File: src/rtl/tinyqv_issue_pkg.sv
// Shared constants, slot-kind encoding and helpers for the tinyqv issue sequencer.
package tinyqv_issue_pkg;

    localparam int unsigned DEF_BUNDLE_W   = 48;
    localparam int unsigned DEF_ADDR_W     = 24;
    localparam int unsigned DEF_NUM_IRQ    = 4;
    localparam int unsigned IRQ_CAUSE_BASE = 16;
    localparam int unsigned QUEUE_DEPTH    = 2;
    localparam int unsigned CAUSE_W        = 5;
    localparam int unsigned CNT_W          = 3;

    typedef enum logic [1:0] {
        SLOT_INSTR = 2'd0,
        SLOT_STALL = 2'd1,
        SLOT_IRQ   = 2'd2
    } slot_kind_e;

    // Interrupt cause for the lowest-numbered pending line (0 when none pending).
    function automatic logic [CAUSE_W-1:0] lowest_cause(input logic [31:0] pend);
        logic [CAUSE_W-1:0] cause;
        cause = '0;
        for (int i = 31; i >= 0; i--) begin
            if (pend[i]) begin
                cause = CAUSE_W'(IRQ_CAUSE_BASE + 32'(i));
            end
        end
        return cause;
    endfunction

endpackage

File: src/rtl/tinyqv_issue_ctrl_if.sv
// Decoder-side and core-side signals of the issue sequencer.
interface tinyqv_issue_ctrl_if #(
    parameter int unsigned BUNDLE_W = tinyqv_issue_pkg::DEF_BUNDLE_W,
    parameter int unsigned ADDR_W   = tinyqv_issue_pkg::DEF_ADDR_W,
    parameter int unsigned NUM_IRQ  = tinyqv_issue_pkg::DEF_NUM_IRQ
);

    logic                dec_valid;
    logic                dec_ready;
    logic [BUNDLE_W-1:0] dec_bundle;
    logic                dec_len2;
    logic                instr_complete;
    logic                branch;
    logic [ADDR_W-1:0]   branch_addr;
    logic                mret;
    logic                mie_set;
    logic [NUM_IRQ-1:0]  irq;
    logic [NUM_IRQ-1:0]  irq_mask;
    logic [2:0]          counter;
    logic [BUNDLE_W-1:0] slot_bundle;
    logic                slot_is_stall;
    logic                slot_is_interrupt;
    logic [4:0]          irq_cause;
    logic [3:0]          pc_nibble;
    logic [3:0]          next_pc_nibble;
    logic                flush;
    logic [ADDR_W-1:0]   fetch_addr;

    // The issue sequencer itself.
    modport slave (
        input  dec_valid, dec_bundle, dec_len2, instr_complete, branch, branch_addr,
               mret, mie_set, irq, irq_mask,
        output dec_ready, counter, slot_bundle, slot_is_stall, slot_is_interrupt,
               irq_cause, pc_nibble, next_pc_nibble, flush, fetch_addr
    );

    // Decoder plus core environment driving the sequencer.
    modport master (
        output dec_valid, dec_bundle, dec_len2, instr_complete, branch, branch_addr,
               mret, mie_set, irq, irq_mask,
        input  dec_ready, counter, slot_bundle, slot_is_stall, slot_is_interrupt,
               irq_cause, pc_nibble, next_pc_nibble, flush, fetch_addr
    );

endinterface

File: src/rtl/tinyqv_issue_fifo.sv
// Two-entry instruction queue with synchronous clear; push/pop guarded against overflow/underflow.
module tinyqv_issue_fifo
    import tinyqv_issue_pkg::*;
#(
    parameter int unsigned W = 8
) (
    input  logic         clk,
    input  logic         rst,
    input  logic         clr,
    input  logic         push,
    input  logic         pop,
    input  logic [W-1:0] din,
    output logic [W-1:0] dout,
    output logic         full,
    output logic         empty
);

    logic [W-1:0] mem [QUEUE_DEPTH];
    logic         wr_ptr;
    logic         rd_ptr;
    logic [1:0]   count;
    logic         do_push;
    logic         do_pop;

    assign full    = (count == 2'(QUEUE_DEPTH));
    assign empty   = (count == 2'd0);
    assign do_push = push && !full;
    assign do_pop  = pop && !empty;
    assign dout    = mem[rd_ptr];

    // Storage, pointers and occupancy; clear wins over a same-cycle push.
    always_ff @(posedge clk or posedge rst) begin
        if (rst) begin
            for (int unsigned i = 0; i < QUEUE_DEPTH; i++) begin
                mem[i] <= '0;
            end
            wr_ptr <= 1'b0;
            rd_ptr <= 1'b0;
            count  <= 2'd0;
        end else if (clr) begin
            wr_ptr <= 1'b0;
            rd_ptr <= 1'b0;
            count  <= 2'd0;
        end else begin
            if (do_push) begin
                mem[wr_ptr] <= din;
                wr_ptr      <= ~wr_ptr;
            end
            if (do_pop) begin
                rd_ptr <= ~rd_ptr;
            end
            case ({do_push, do_pop})
                2'b10:   count <= count + 2'd1;
                2'b01:   count <= count - 2'd1;
                default: count <= count;
            endcase
        end
    end

endmodule

File: src/rtl/tinyqv_issue_ctrl.sv
// Issue sequencer: sub-cycle counter, PC, instruction queue, stall/interrupt slot injection,
// branch redirect/flush and serial pc/next_pc nibble streaming to the core.
module tinyqv_issue_ctrl
    import tinyqv_issue_pkg::*;
#(
    parameter int unsigned     BUNDLE_W = DEF_BUNDLE_W,
    parameter int unsigned     ADDR_W   = DEF_ADDR_W,
    parameter int unsigned     NUM_IRQ  = DEF_NUM_IRQ,
    parameter logic [ADDR_W-1:0] RESET_PC = '0
) (
    input  logic clk,
    input  logic rst,
    tinyqv_issue_ctrl_if.slave bus
);

    localparam logic [31:0] ADDR_MASK = 32'((64'd1 << ADDR_W) - 64'd1);

    slot_kind_e          state_q;
    slot_kind_e          state_d;
    logic [CNT_W-1:0]    counter_q;
    logic [BUNDLE_W-1:0] bundle_q;
    logic [BUNDLE_W-1:0] bundle_d;
    logic                len2_q;
    logic                len2_d;
    logic [CAUSE_W-1:0]  cause_q;
    logic [CAUSE_W-1:0]  cause_d;
    logic [ADDR_W-1:0]   pc_q;
    logic [ADDR_W-1:0]   pc_d;
    logic                mie_q;
    logic                mie_d;
    logic                flush_q;
    logic                flush_d;
    logic                carry_q;
    logic                carry_d;

    logic                dec_ready;
    logic                fifo_push;
    logic                fifo_pop;
    logic                fifo_clr;
    logic [BUNDLE_W:0]   fifo_dout;
    logic                fifo_full;
    logic                fifo_empty;

    logic                boundary;
    logic [31:0]         pend;
    logic                irq_pending;
    logic                take_irq;
    logic [ADDR_W-1:0]   pc_step;

    logic [31:0]         pc_ext;
    logic [4:0]          nib_idx;
    logic [3:0]          pc_nib;
    logic [3:0]          mask_nib;
    logic [4:0]          nib_addend;
    logic [4:0]          nib_sum;

    assign boundary    = (counter_q == CNT_W'(7)) && bus.instr_complete;
    assign pend        = 32'(bus.irq & bus.irq_mask);
    assign irq_pending = mie_q && (pend != 32'd0);
    assign take_irq    = boundary && !bus.branch && irq_pending;
    assign pc_step     = ADDR_W'(len2_q ? 3'd2 : 3'd4);

    assign dec_ready = !fifo_full && !flush_q;
    assign fifo_push = bus.dec_valid && dec_ready;

    tinyqv_issue_fifo #(
        .W (BUNDLE_W + 1)
    ) u_fifo (
        .clk   (clk),
        .rst   (rst),
        .clr   (fifo_clr),
        .push  (fifo_push),
        .pop   (fifo_pop),
        .din   ({bus.dec_len2, bus.dec_bundle}),
        .dout  (fifo_dout),
        .full  (fifo_full),
        .empty (fifo_empty)
    );

    // Serial pc + length: slot length enters at nibble 0, later nibbles only take the carry.
    assign pc_ext     = 32'(pc_q);
    assign nib_idx    = {counter_q, 2'b00};
    assign pc_nib     = pc_ext[nib_idx +: 4];
    assign mask_nib   = ADDR_MASK[nib_idx +: 4];
    assign nib_addend = (counter_q == '0) ? (len2_q ? 5'd2 : 5'd4) : {4'd0, carry_q};
    assign nib_sum    = {1'b0, pc_nib} + nib_addend;
    assign carry_d    = nib_sum[4];

    // Next slot selection at the instruction boundary: branch > interrupt > pop > stall.
    always_comb begin
        state_d  = state_q;
        bundle_d = bundle_q;
        len2_d   = len2_q;
        cause_d  = cause_q;
        pc_d     = pc_q;
        mie_d    = mie_q;
        flush_d  = 1'b0;
        fifo_pop = 1'b0;
        fifo_clr = 1'b0;

        if (boundary) begin
            if (bus.branch) begin
                state_d  = SLOT_STALL;
                bundle_d = '0;
                len2_d   = 1'b0;
                cause_d  = '0;
                pc_d     = bus.branch_addr;
                fifo_clr = 1'b1;
                flush_d  = 1'b1;
            end else if (irq_pending) begin
                state_d  = SLOT_IRQ;
                bundle_d = '0;
                len2_d   = 1'b0;
                cause_d  = lowest_cause(pend);
                fifo_clr = 1'b1;
            end else begin
                if (state_q == SLOT_INSTR) begin
                    pc_d = pc_q + pc_step;
                end
                if (!fifo_empty) begin
                    state_d  = SLOT_INSTR;
                    fifo_pop = 1'b1;
                    bundle_d = fifo_dout[BUNDLE_W-1:0];
                    len2_d   = fifo_dout[BUNDLE_W];
                    cause_d  = '0;
                end else begin
                    state_d  = SLOT_STALL;
                    bundle_d = '0;
                    len2_d   = 1'b0;
                    cause_d  = '0;
                end
            end
        end

        if (take_irq) begin
            mie_d = 1'b0;
        end else if (bus.mie_set || (boundary && bus.mret)) begin
            mie_d = 1'b1;
        end
    end

    // Slot state, PC, interrupt enable and free-running counter registers.
    always_ff @(posedge clk or posedge rst) begin
        if (rst) begin
            state_q   <= SLOT_STALL;
            counter_q <= '0;
            bundle_q  <= '0;
            len2_q    <= 1'b0;
            cause_q   <= '0;
            pc_q      <= RESET_PC;
            mie_q     <= 1'b0;
            flush_q   <= 1'b0;
            carry_q   <= 1'b0;
        end else begin
            state_q   <= state_d;
            counter_q <= counter_q + CNT_W'(1);
            bundle_q  <= bundle_d;
            len2_q    <= len2_d;
            cause_q   <= cause_d;
            pc_q      <= pc_d;
            mie_q     <= mie_d;
            flush_q   <= flush_d;
            carry_q   <= carry_d;
        end
    end

    assign bus.dec_ready         = dec_ready;
    assign bus.counter           = counter_q;
    assign bus.slot_bundle       = bundle_q;
    assign bus.slot_is_stall     = (state_q == SLOT_STALL);
    assign bus.slot_is_interrupt = (state_q == SLOT_IRQ);
    assign bus.irq_cause         = cause_q;
    assign bus.pc_nibble         = pc_nib;
    assign bus.next_pc_nibble    = nib_sum[3:0] & mask_nib;
    assign bus.flush             = flush_q;
    assign bus.fetch_addr        = pc_q;

endmodule

File: src/flat_wrapper.sv
// flat-port wrapper written by rule: the top's interface ports become plain ports
module tinyqv_issue_ctrl_flat import tinyqv_issue_pkg::*;
#(
    parameter int unsigned     BUNDLE_W = DEF_BUNDLE_W,
    parameter int unsigned     ADDR_W   = DEF_ADDR_W,
    parameter int unsigned     NUM_IRQ  = DEF_NUM_IRQ,
    parameter logic [ADDR_W-1:0] RESET_PC = '0
)
  (clk, rst, bus_dec_valid, bus_dec_bundle, bus_dec_len2, bus_instr_complete, bus_branch, bus_branch_addr, bus_mret, bus_mie_set, bus_irq, bus_irq_mask, bus_dec_ready, bus_counter, bus_slot_bundle, bus_slot_is_stall, bus_slot_is_interrupt, bus_irq_cause, bus_pc_nibble, bus_next_pc_nibble, bus_flush, bus_fetch_addr);
  tinyqv_issue_ctrl_if #(.BUNDLE_W(BUNDLE_W), .ADDR_W(ADDR_W), .NUM_IRQ(NUM_IRQ)) bus_i ();
  input  logic clk;
  input  logic rst;
  input wire logic [$bits(bus_i.dec_valid)-1:0] bus_dec_valid;
  input wire logic [$bits(bus_i.dec_bundle)-1:0] bus_dec_bundle;
  input wire logic [$bits(bus_i.dec_len2)-1:0] bus_dec_len2;
  input wire logic [$bits(bus_i.instr_complete)-1:0] bus_instr_complete;
  input wire logic [$bits(bus_i.branch)-1:0] bus_branch;
  input wire logic [$bits(bus_i.branch_addr)-1:0] bus_branch_addr;
  input wire logic [$bits(bus_i.mret)-1:0] bus_mret;
  input wire logic [$bits(bus_i.mie_set)-1:0] bus_mie_set;
  input wire logic [$bits(bus_i.irq)-1:0] bus_irq;
  input wire logic [$bits(bus_i.irq_mask)-1:0] bus_irq_mask;
  output wire logic [$bits(bus_i.dec_ready)-1:0] bus_dec_ready;
  output wire logic [$bits(bus_i.counter)-1:0] bus_counter;
  output wire logic [$bits(bus_i.slot_bundle)-1:0] bus_slot_bundle;
  output wire logic [$bits(bus_i.slot_is_stall)-1:0] bus_slot_is_stall;
  output wire logic [$bits(bus_i.slot_is_interrupt)-1:0] bus_slot_is_interrupt;
  output wire logic [$bits(bus_i.irq_cause)-1:0] bus_irq_cause;
  output wire logic [$bits(bus_i.pc_nibble)-1:0] bus_pc_nibble;
  output wire logic [$bits(bus_i.next_pc_nibble)-1:0] bus_next_pc_nibble;
  output wire logic [$bits(bus_i.flush)-1:0] bus_flush;
  output wire logic [$bits(bus_i.fetch_addr)-1:0] bus_fetch_addr;
  assign bus_i.dec_valid = bus_dec_valid;
  assign bus_i.dec_bundle = bus_dec_bundle;
  assign bus_i.dec_len2 = bus_dec_len2;
  assign bus_i.instr_complete = bus_instr_complete;
  assign bus_i.branch = bus_branch;
  assign bus_i.branch_addr = bus_branch_addr;
  assign bus_i.mret = bus_mret;
  assign bus_i.mie_set = bus_mie_set;
  assign bus_i.irq = bus_irq;
  assign bus_i.irq_mask = bus_irq_mask;
  assign bus_dec_ready = bus_i.dec_ready;
  assign bus_counter = bus_i.counter;
  assign bus_slot_bundle = bus_i.slot_bundle;
  assign bus_slot_is_stall = bus_i.slot_is_stall;
  assign bus_slot_is_interrupt = bus_i.slot_is_interrupt;
  assign bus_irq_cause = bus_i.irq_cause;
  assign bus_pc_nibble = bus_i.pc_nibble;
  assign bus_next_pc_nibble = bus_i.next_pc_nibble;
  assign bus_flush = bus_i.flush;
  assign bus_fetch_addr = bus_i.fetch_addr;
  tinyqv_issue_ctrl #(.BUNDLE_W(BUNDLE_W), .ADDR_W(ADDR_W), .NUM_IRQ(NUM_IRQ), .RESET_PC(RESET_PC)) u_core (.clk(clk), .rst(rst), .bus(bus_i));
endmodule
File: config.mk
export PLATFORM = sky130hd
export DESIGN_NAME = tinyqv_issue_ctrl_flat
export DESIGN_NICKNAME = d
export VERILOG_FILES = /design/src/rtl/tinyqv_issue_pkg.sv /design/src/rtl/tinyqv_issue_ctrl_if.sv /design/src/rtl/tinyqv_issue_fifo.sv /design/src/rtl/tinyqv_issue_ctrl.sv /design/src/flat_wrapper.sv
export SDC_FILE = /design/constraint.sdc
export NUM_CORES = 1
export LEC_CHECK = 0
export CORE_MARGIN = 3
export CORE_UTILIZATION = 50
export CTS_CLUSTER_SIZE = 24
export DETAILED_ROUTE_END_ITERATION = 12
export GPL_ROUTABILITY_DRIVEN = 0
export PLACE_DENSITY = 0.79
export SLEW_MARGIN = 15
export SYNTH_ARGS = -nofsm -noshare
export SYNTH_HDL_FRONTEND = slang
export SYNTH_SLANG_ARGS = --single-unit
File: constraint.sdc
create_clock -name clk -period 10.9 [get_ports clk]
set_input_delay 2.18 -clock clk [delete_from_list [all_inputs] [get_ports clk]]
set_output_delay 2.18 -clock clk [all_outputs]
set_load 0.01 [all_outputs]
==> Word-level counts from Yosys, hierarchy flattened <==
Cells that the tools add are included.
{ "classes": {"n_addsub": 5, "n_lt_le_gt_ge": 3, "n_eq_ne": 7, "n_shift": 2, "n_mux": 72, "bitwise": 7, "reduce_logical": 26} }
{ "ops": {"columns": ["cell", "count"], "rows": [
  ["$mux 49", 4],
  ["$mux 48", 3],
  ["$bwmux 98", 1],
  ["$mux 5", 19],
  ["$mux 24", 3],
  ["$mux 4", 16],
  ["$demux 49 s1", 1],
  ["$reduce_bool 32->1", 1],
  ["$shiftx 32x6->4", 1],
  ["$shiftx 32x6->4 const A", 1],
  ["$add 24x24->24", 1],
  ["$mux 1", 19],
  ["$logic_and 1x1->1", 10],
  ["$and 4x4->4", 2],
  ["$reduce_bool 2->1", 4],
  ["$eq 2x2->1 const B", 3],
  ["$mux 2", 3],
  ["$mux 3", 2],
  ["$add 4x5->5", 1],
  ["$eq 2x1->1 const B", 2],
  ["$ge 2x2->1 const B", 2],
  ["$logic_not 1->1", 4],
  ["$logic_not 2->1", 2],
  ["$not 1->2", 2],
  ["13 further kinds", 15]
]} }
{ "totals": {"reg_bits": 188, "out_inout_bits": 92} }

==> Depth between registers and ports, before layout <==
Gate-level depths: netlist of run 1.
{ "logic_depth": {"word_depth": 34, "ltp_mapped": 12, "depth_no_buf": 11} }

==> Cells and area by module <==
From an unflattened synthesis of run 1, not the netlist that was laid out.
{ "hier_totals": {"hier_cells": 688, "area_unflattened_um2": 8813.5} }
{ "by_module_without_submodules": {"columns": ["mod", "n_inst", "cells_each", "area_each_um2"], "rows": [
  ["tinyqv_issue_fifo", 1, 287, 4460.5],
  ["tinyqv_issue_ctrl", 1, 401, 4352.9]
]} }

==> Worst setup path after synthesis of run 1 <==
OpenSTA, ideal clock, no wires.
{ "synth_path": {"path_type": "reg-to-output", "startpoint": "register u_core.counter_q[1] (netlist: u_core.bus.counter[1])", "endpoint": "output bus_next_pc_nibble[3]", "arrival_time_ns": 2.577, "t_required_ns": 8.720, "setup_slack_ns": 6.143, "path_stages_with_launch": 10, "path_buffers": 1, "cell_sequence": "dfrtp_1 clkbuf_1 mux4_2 a21oi_1 inv_1 ha_1 a21o_1 a21oi_1 xnor2_1 a21oi_1"} }
{ "synth_lines": {"columns": ["item", "line_no", "rtl"], "rows": [
  ["from (decl)", "tinyqv_issue_ctrl.sv:20", "logic [CNT_W-1:0] counter_q;"],
  ["from (signal assigned)", "tinyqv_issue_ctrl.sv:156", "counter_q <= counter_q + CNT_W'(1);"],
  ["$shiftx 32x6->4", "tinyqv_issue_ctrl.sv:83", "assign pc_nib = pc_ext[nib_idx +: 4];"],
  ["net bus_pc_nibble[1]", "flat_wrapper.sv:29", "output wire logic [$bits(bus_i.pc_nibble)-1:0] bus_pc_nibble;"],
  ["$add 4x5->5", "tinyqv_issue_ctrl.sv:86", "assign nib_sum = {1'b0, pc_nib} + nib_addend;"],
  ["$and 4x4->4", "tinyqv_issue_ctrl.sv:174", "assign bus.next_pc_nibble = nib_sum[3:0] & mask_nib;"],
  ["to (decl)", "flat_wrapper.sv:30", "output wire logic [$bits(bus_i.next_pc_nibble)-1:0] bus_next_pc_nibble;"]
]} }
The timed path passes the listed nets, and every way through them passes these cells.

==> Final worst setup path of run 1 <==
{ "layout_path": {"startpoint": "register u_core.counter_q[1] (netlist: u_core.bus.counter[1])", "endpoint": "output bus_next_pc_nibble[3]"} }
{ "layout_via": {"elab_chain_cells": 4} }
{ "layout_lines": {"columns": ["item", "line_no"], "rows": [
  ["branches (longest 3 deep; another with $add 4x5->5)", null],
  ["$and 4x4->4 (*)", "tinyqv_issue_ctrl.sv:174"]
]} }
Every way passes the cells marked *.

==> results of run 1 <==
[tightest hold or removal path, delay by kind of cell, from the launching register on]
family / cells / cell delay (ps)
flops: 1 / 350
simple gates: 2 / 100
[power by group]
part | total (mW) | leakage, nW | internal (mW) | switching (mW)
Combinational | 0.656 | 1.97 | 0.389 | 0.268
Clock | 0.620 | 0.284 | 0.372 | 0.248
Sequential | 1.08 | 2.29 | 0.927 | 0.149
Total | 2.35 | 4.55 | 1.69 | 0.665
[layout make-up]
cell class	count	area [sq um]
clock buffers	24	472
well taps	216	270
fillers	1217	5300
multi-input cells	468	3520
repair buffers	183	1820
flip-flops and latches	186	4660
clock inverters	7	116
inverters	19	76.3
[sequential cells by signal, indices dropped and copies added (netlist names)]
name / cells
u_core.len2_q: 1
u_core.bus.counter: 3
u_core.state_q: 2
u_core.bus.flush: 1
u_core.u_fifo.count: 2
u_core.bus.slot_bundle: 48
u_core.bus.fetch_addr: 24
u_core.u_fifo.rd_ptr: 1
u_core.bus.irq_cause: 3
u_core.u_fifo.wr_ptr: 1
u_core.mie_q: 1
u_core.carry_q: 1
u_core.u_fifo.mem: 98
[Yosys cell counts (2+ instances only)]
cell | number | area (sq um)
a211oi_1 | 2 | 15.0
a21o_1 | 5 | 37.5
a21oi_1 | 34 | 170
a22o_1 | 2 | 17.5
a2bb2oi_1 | 3 | 26.3
a311oi_1 | 2 | 17.5
a31o_2 | 2 | 17.5
a31oi_1 | 2 | 12.5
a32oi_1 | 7 | 61.3
and2_1 | 3 | 18.8
and3_1 | 2 | 12.5
buf_1 | 4 | 15.0
buf_2 | 6 | 30.0
buf_4 | 6 | 45.0
buf_6 | 3 | 33.8
clkbuf_1 | 24 | 90.1
dfrtp_1 | 185 | 4630
fa_1 | 2 | 40.0
ha_1 | 9 | 113
inv_1 | 18 | 67.6
mux2_1 | 20 | 225
mux2_2 | 79 | 890
mux2i_1 | 55 | 551
mux4_2 | 4 | 90.1
nand2_1 | 73 | 274
nand3_1 | 13 | 65.1
nand4_1 | 5 | 31.3
nor2_1 | 27 | 101
nor2b_1 | 2 | 12.5
nor3_1 | 5 | 25.0
nor3_2 | 2 | 20.0
nor4_1 | 3 | 18.8
nor4b_1 | 2 | 17.5
o211ai_1 | 2 | 15.0
o21ai_0 | 73 | 365
o22ai_1 | 4 | 25.0
xnor2_1 | 3 | 26.3
xor2_1 | 4 | 35.0
[cells in the final DEF (no fill, tap or decap), types with 5 or more instances in the layout]
master and n:
nand3_1 13, clkbuf_16 17, buf_4 6, a21o_1 5, inv_1 17, nor2_1 27, dfrtp_1 184, nand4_1 5
nor3_1 5, mux2_2 79, a32oi_1 7, mux2i_1 55, nand2_1 71, a21oi_1 34, clkdlybuf4s50_1 177, ha_1 9
mux2_1 20, clkbuf_1 5, o21ai_0 73
[per-layer routing]
metal / global-route usage [%] / routed length [um] / vias to the layer above
met4: 7.28 / 371 / 0
met1: 30.0 / 8630 / 3102
met2: 34.7 / 9500 / 228
li1: - / - / 2861
met3: 4.07 / 1430 / 29
met5: 0 / 0 / -
[worst max-delay path by stage]
stage                               startpoint                                 to  slack (ps)  cells past startpoint
6_report       u_core.bus.counter[1]$_DFF_PP0_              bus_next_pc_nibble[3]        5300                      9
5_1_grt        u_core.bus.counter[1]$_DFF_PP0_              bus_next_pc_nibble[3]        5110                      9
4_1_cts        u_core.bus.counter[1]$_DFF_PP0_              bus_next_pc_nibble[3]        5270                      9
3_5_place_dp   u_core.bus.counter[1]$_DFF_PP0_              bus_next_pc_nibble[3]        5730                      9
3_3_place_gp                        bus_branch  u_core.u_fifo.mem[46]$_DFFE_PP0P_        5830                      7
2_1_floorplan                              rst    u_core.bus.counter[0]$_DFF_PP0_        3660                      1
[logic make-up (layout without fill, tap and decap cells)]
group	count (synthesis)	after routing	share of synthesized area, %
adders and majority gates	11	11	1.81
AOI/OAI and AO/OA	146	146	10.3
xor gates and xnor gates	7	7	0.726
buffers and inverters	62	233	3.38
muxes	158	158	20.8
DFF	186	186	55.1
other	1	2	0.0444
and+or+nand+nor	144	144	7.87
[per-stage QoR]
stage                     area, sq um  util [%]
after floorplan                  8450         -
after global placement          10300      63.7
after detailed placement        10300      63.7
after CTS                       10900      67.3
after global routing            10900      67.3
final                           10900      67.3
==> flow_summary.ini, run 1 <==
[sta]
finalClockSkew_ps = 12.2
hold_viol = 0
setup_slack_ps = 5300
final_max_slew_viol_count = 0
finalHoldWorstSlack_ps = 478
post-route-period-util_pct = 51.4
setup_violations = 0
tightest_slew_ps = 1020
rsz0062_at_grt = no
finalSetupTns_ps = 0
fmax_ghz = 0.178
slew_headroom_pct = 32.3
period_needed_ps = 5600

[worst_setup_path]
rr_endpoint = u_core.u_fifo.count[1]$_DFFE_PP0P_
critPathCaptureType = primary output
path_class = flop to primary output
critical-path-top-delay-family = compound AO/OA/AOI/OAI gates
cp-start-kind = flop
critPathBufInv = 2
cpMostUsedCell = a21oi_1
crit_chain = mux4_2, a21oi_1, inv_1, ha_1, a21o_1, a21oi_1, xnor2_1, a21oi_1, clkdlybuf4s50_1
reg2reg_slack_ps = 7410
r2r_cells = 11
slowest_stage = dfrtp_1
critPathMaxStageDelay_ps = 630
critPathRequiredTime_ps = 8720
crit_arrival_ps = 3420
rr_startpoint = u_core.bus.counter[0]$_DFF_PP0_
worst-path-max-fanout = 12

[clock_network]
clock_path_buffers = 2
insertion_delay_ps = 420
hold_buffers = 0
ctsResizeCount = 0
cts_tree = built
cts_buffers = 17
cts-root-buf = clkbuf_16
cts_sinks = 186
clk_pin_slew_ps = 60
cts_setup_buffers = 0
h-tree-depth = 4

[layout]
nets = 974
drive_gt1_share_pct = 14.7
antennaDiodeCount = 0
final-instance-count-excl-fill = 1103
area_growth_pct = 29.4

[power]
power_leakage_nw = 4.55
finalPower_mw = 2.35
vdd_drop_max_uv = 120
power.density_mw_per_mm2 = 215

[routing]
post_drt_wl_per_cell_um = 18.1
drc = 0
drt-initial-drc-count = 566
num_vias = 6220
via_per_inst = 5.64
final_antenna_net_count = 0
routed_wl_um = 19900
dr.pass1.iters = 5

[global_routing]
grt.overflow.total = 0
track_usage_pct = 21.7
grt_pass1_wl_um = 31500
grt_start_max_net_pins = 107
antenna_found_initial = 0
grt_pass1_vias = 6039

[worst_hold_path]
hold_depth = 2
hold_path_end = u_core.bus.irq_cause[1]$_DFFE_PP0N_
hold_path_startpoint = u_core.bus.irq_cause[1]$_DFFE_PP0N_
hold_path_class = flop to flop

[job]
maxCapViolCount = 0

[yosys]
synthDistinctLibCells = 56
synth_edf_count = 0
async_flop_share_pct = 100
syn_avg_cell_area_sq_um = 11.8
ys.flop_type = dfrtp_1
yosysWarnings = 0
syn_area_sq_mm = 0.00844
ys_seq_elements = 186
yosysSeqAreaShare_pct = 55.1
netlist_instances = 715

[floorplan]
dieArea_sq_mm = 0.0185
core_sq_mm = 0.0162
die_width_um = 136
initial_utilization_pct = 52.0
io_pins = 180
die_h_um = 136
num_rows = 46

[status]
outcome = finished clean

[placed_design]
dp_cells = 1072
dp_hpwl_um = 13100
dp_slack_ps = 5730
portBuffers = 177
Note: power is estimated with default switching activity, not from simulation.
==> inputs of run 2 (changes only) <==
- CORE_UTILIZATION: 50 -> 46
- PLACE_DENSITY: 0.79 -> 0.76
- clock period: 10.9 -> 5 ns (I/O delays scaled with it)
==> run 2 against run 1 <==
Setup slack got worse by 4700 ps. Sequential power grew 120%. Via count decreased by 1.8%. Final cell count up 1.2%. Core utilization fell by 5.1 points. Final area up 0.48%. Largest cell class unchanged.
==> flow_summary.ini, run 2 (same netlist as run 1, synthesis figures left out) <==
[layout]
final-instance-count-excl-fill = 1116
regArea_sq_mm = 0.00466
antennaDiodeCount = 0
drive_gt1_share_pct = 15.6
area_growth_pct = 30.0
largest_reg_flops = 98
final_common_cell = dfrtp_1
regMostFlops = u_core.u_fifo.mem
final_cell_mix = dfrtp_1, clkdlybuf4s50_1, mux2_2
multi_input_area_sq_mm = 0.00352
fillers = 1441
nets = 977

[routing]
num_vias = 6109
post_drt_wl_per_cell_um = 18.0
final_antenna_net_count = 0
routed_wl_um = 20100
via_per_inst = 5.47
dr.pass1.iters = 4
drc = 0
drt-initial-drc-count = 355

[floorplan]
core_sq_mm = 0.0177
num_rows = 48
die_h_um = 141
initial_utilization_pct = 47.8
io_pins = 180
dieArea_sq_mm = 0.0200
die_width_um = 141

[global_routing]
track_usage_pct = 20.6
grt_pass1_wl_um = 33000
grt_start_max_net_pins = 121
grt.overflow.total = 0
grt_pass1_vias = 6334
antenna_found_initial = 0

[placed_design]
dp_hpwl_um = 13200
dp_cells = 1084
dp_slack_ps = 1030
portBuffers = 177

[clock_network]
insertion_delay_ps = 430
cts_sinks = 186
ctsResizeCount = 0
h-tree-depth = 4
clock_path_buffers = 2
cts_tree = built
cts-root-buf = clkbuf_16
cts_setup_buffers = 0
hold_buffers = 0
cts_buffers = 17
clk_pin_slew_ps = 70

[worst_setup_path]
cpMostUsedCell = a21oi_1
crit_arrival_ps = 3400
critPathRequiredTime_ps = 4000
crit_chain = mux4_2, a21oi_1, inv_1, ha_1, a21o_1, a21oi_1, xnor2_1, a21oi_1, clkdlybuf4s50_1
worst-path-max-fanout = 12
crit_path_start = u_core.bus.counter[1]$_DFF_PP0_
slowest_stage = dfrtp_1
cp-start-kind = flop
critPathMaxStageDelay_ps = 630
path_class = flop to primary output
critPathBufInv = 2
critPathCaptureType = primary output
cp_num_cells = 9
r2r_cells = 7
rr_startpoint = u_core.bus.counter[0]$_DFF_PP0_
critical-path-top-delay-family = compound AO/OA/AOI/OAI gates
reg2reg_slack_ps = 2240

[sta]
finalClockSkew_ps = 8.42
setup_violations = 0
tightest_slew_ps = 977
hold_viol = 0
slew_headroom_pct = 34.9
period_needed_ps = 4400
final_max_slew_viol_count = 0
rsz0062_at_grt = no
finalHoldWorstSlack_ps = 475
post-route-period-util_pct = 88.1
finalSetupTns_ps = 0
setup_slack_ps = 596
fmax_ghz = 0.227

[worst_hold_path]
hold_path_startpoint = u_core.bus.irq_cause[1]$_DFFE_PP0N_
hold_depth = 2
hold_path_class = flop to flop

[power]
vdd_drop_max_uv = 264
power.density_mw_per_mm2 = 461
power_leakage_nw = 4.57

[job]
maxCapViolCount = 0

[status]
outcome = finished clean
## run 2: layout make-up
type                            instances  share of cell area [%]
Timing Repair Buffer                  186                    17.1
Tap cell                              225                    2.56
Sequential cell                       186                    42.4
Inverter                               19                   0.684
Clock inverter                         14                    1.20
Multi-Input combinational cell        468                    32.0
Clock buffer                           18                    4.00
## run 2: final timing paths
| check | end |
|---|---|
| max | bus_next_pc_nibble[3] |
| min | u_core.bus.irq_cause[1]$_DFFE_PP0N_ |
| max reg2reg | u_core.bus.fetch_addr[3]$_DFFE_PP0P_ |
| min reg2reg | u_core.bus.irq_cause[1]$_DFFE_PP0N_ |
| max in group asynchronous | u_core.u_fifo.mem[30]$_DFFE_PP0P_ |
| min in group asynchronous | u_core.bus.slot_bundle[3]$_DFFE_PP0N_ |
## run 2: worst min-delay path: stages, from the launching register on
cell and delay [ps]:
dfrtp_1 350, nand2_1 50, nand2_1 50
## run 2: through the flow
| stage | area (sq um) | utilization (%) | total power, mW |
|---|---|---|---|
| 6_report | 11000 | 62.2 | 5.07 |
| 3_5_place_dp | 10400 | 58.9 | 3.81 |
| 2_1_floorplan | 8450 | - | 3.26 |
| 5_1_grt | 11000 | 62.2 | 5.38 |
| 3_3_place_gp | 10400 | 58.9 | 3.75 |
| 4_1_cts | 11000 | 62.2 | 5.13 |
## run 2: layer usage
layer	global-route usage (%)	up-vias	wire, um
met1	27.4	3038	8810
li1	-	2882	-
met2	33.8	170	9590
met4	4.44	0	234
met5	0	-	0
met3	5.97	19	1420
## run 2: power breakdown
part | switching (mW) | internal, mW
logic | 0.572 | 0.863
registers | 0.314 | 2.02
clock network | 0.628 | 0.671
==> inputs of run 3 (changes only) <==
- CAP_MARGIN: not set -> 10
- TNS_END_PERCENT: not set -> 30
==> results of run 3 <==
No change in the layout: final DEF, timing and power equal those of run 2.
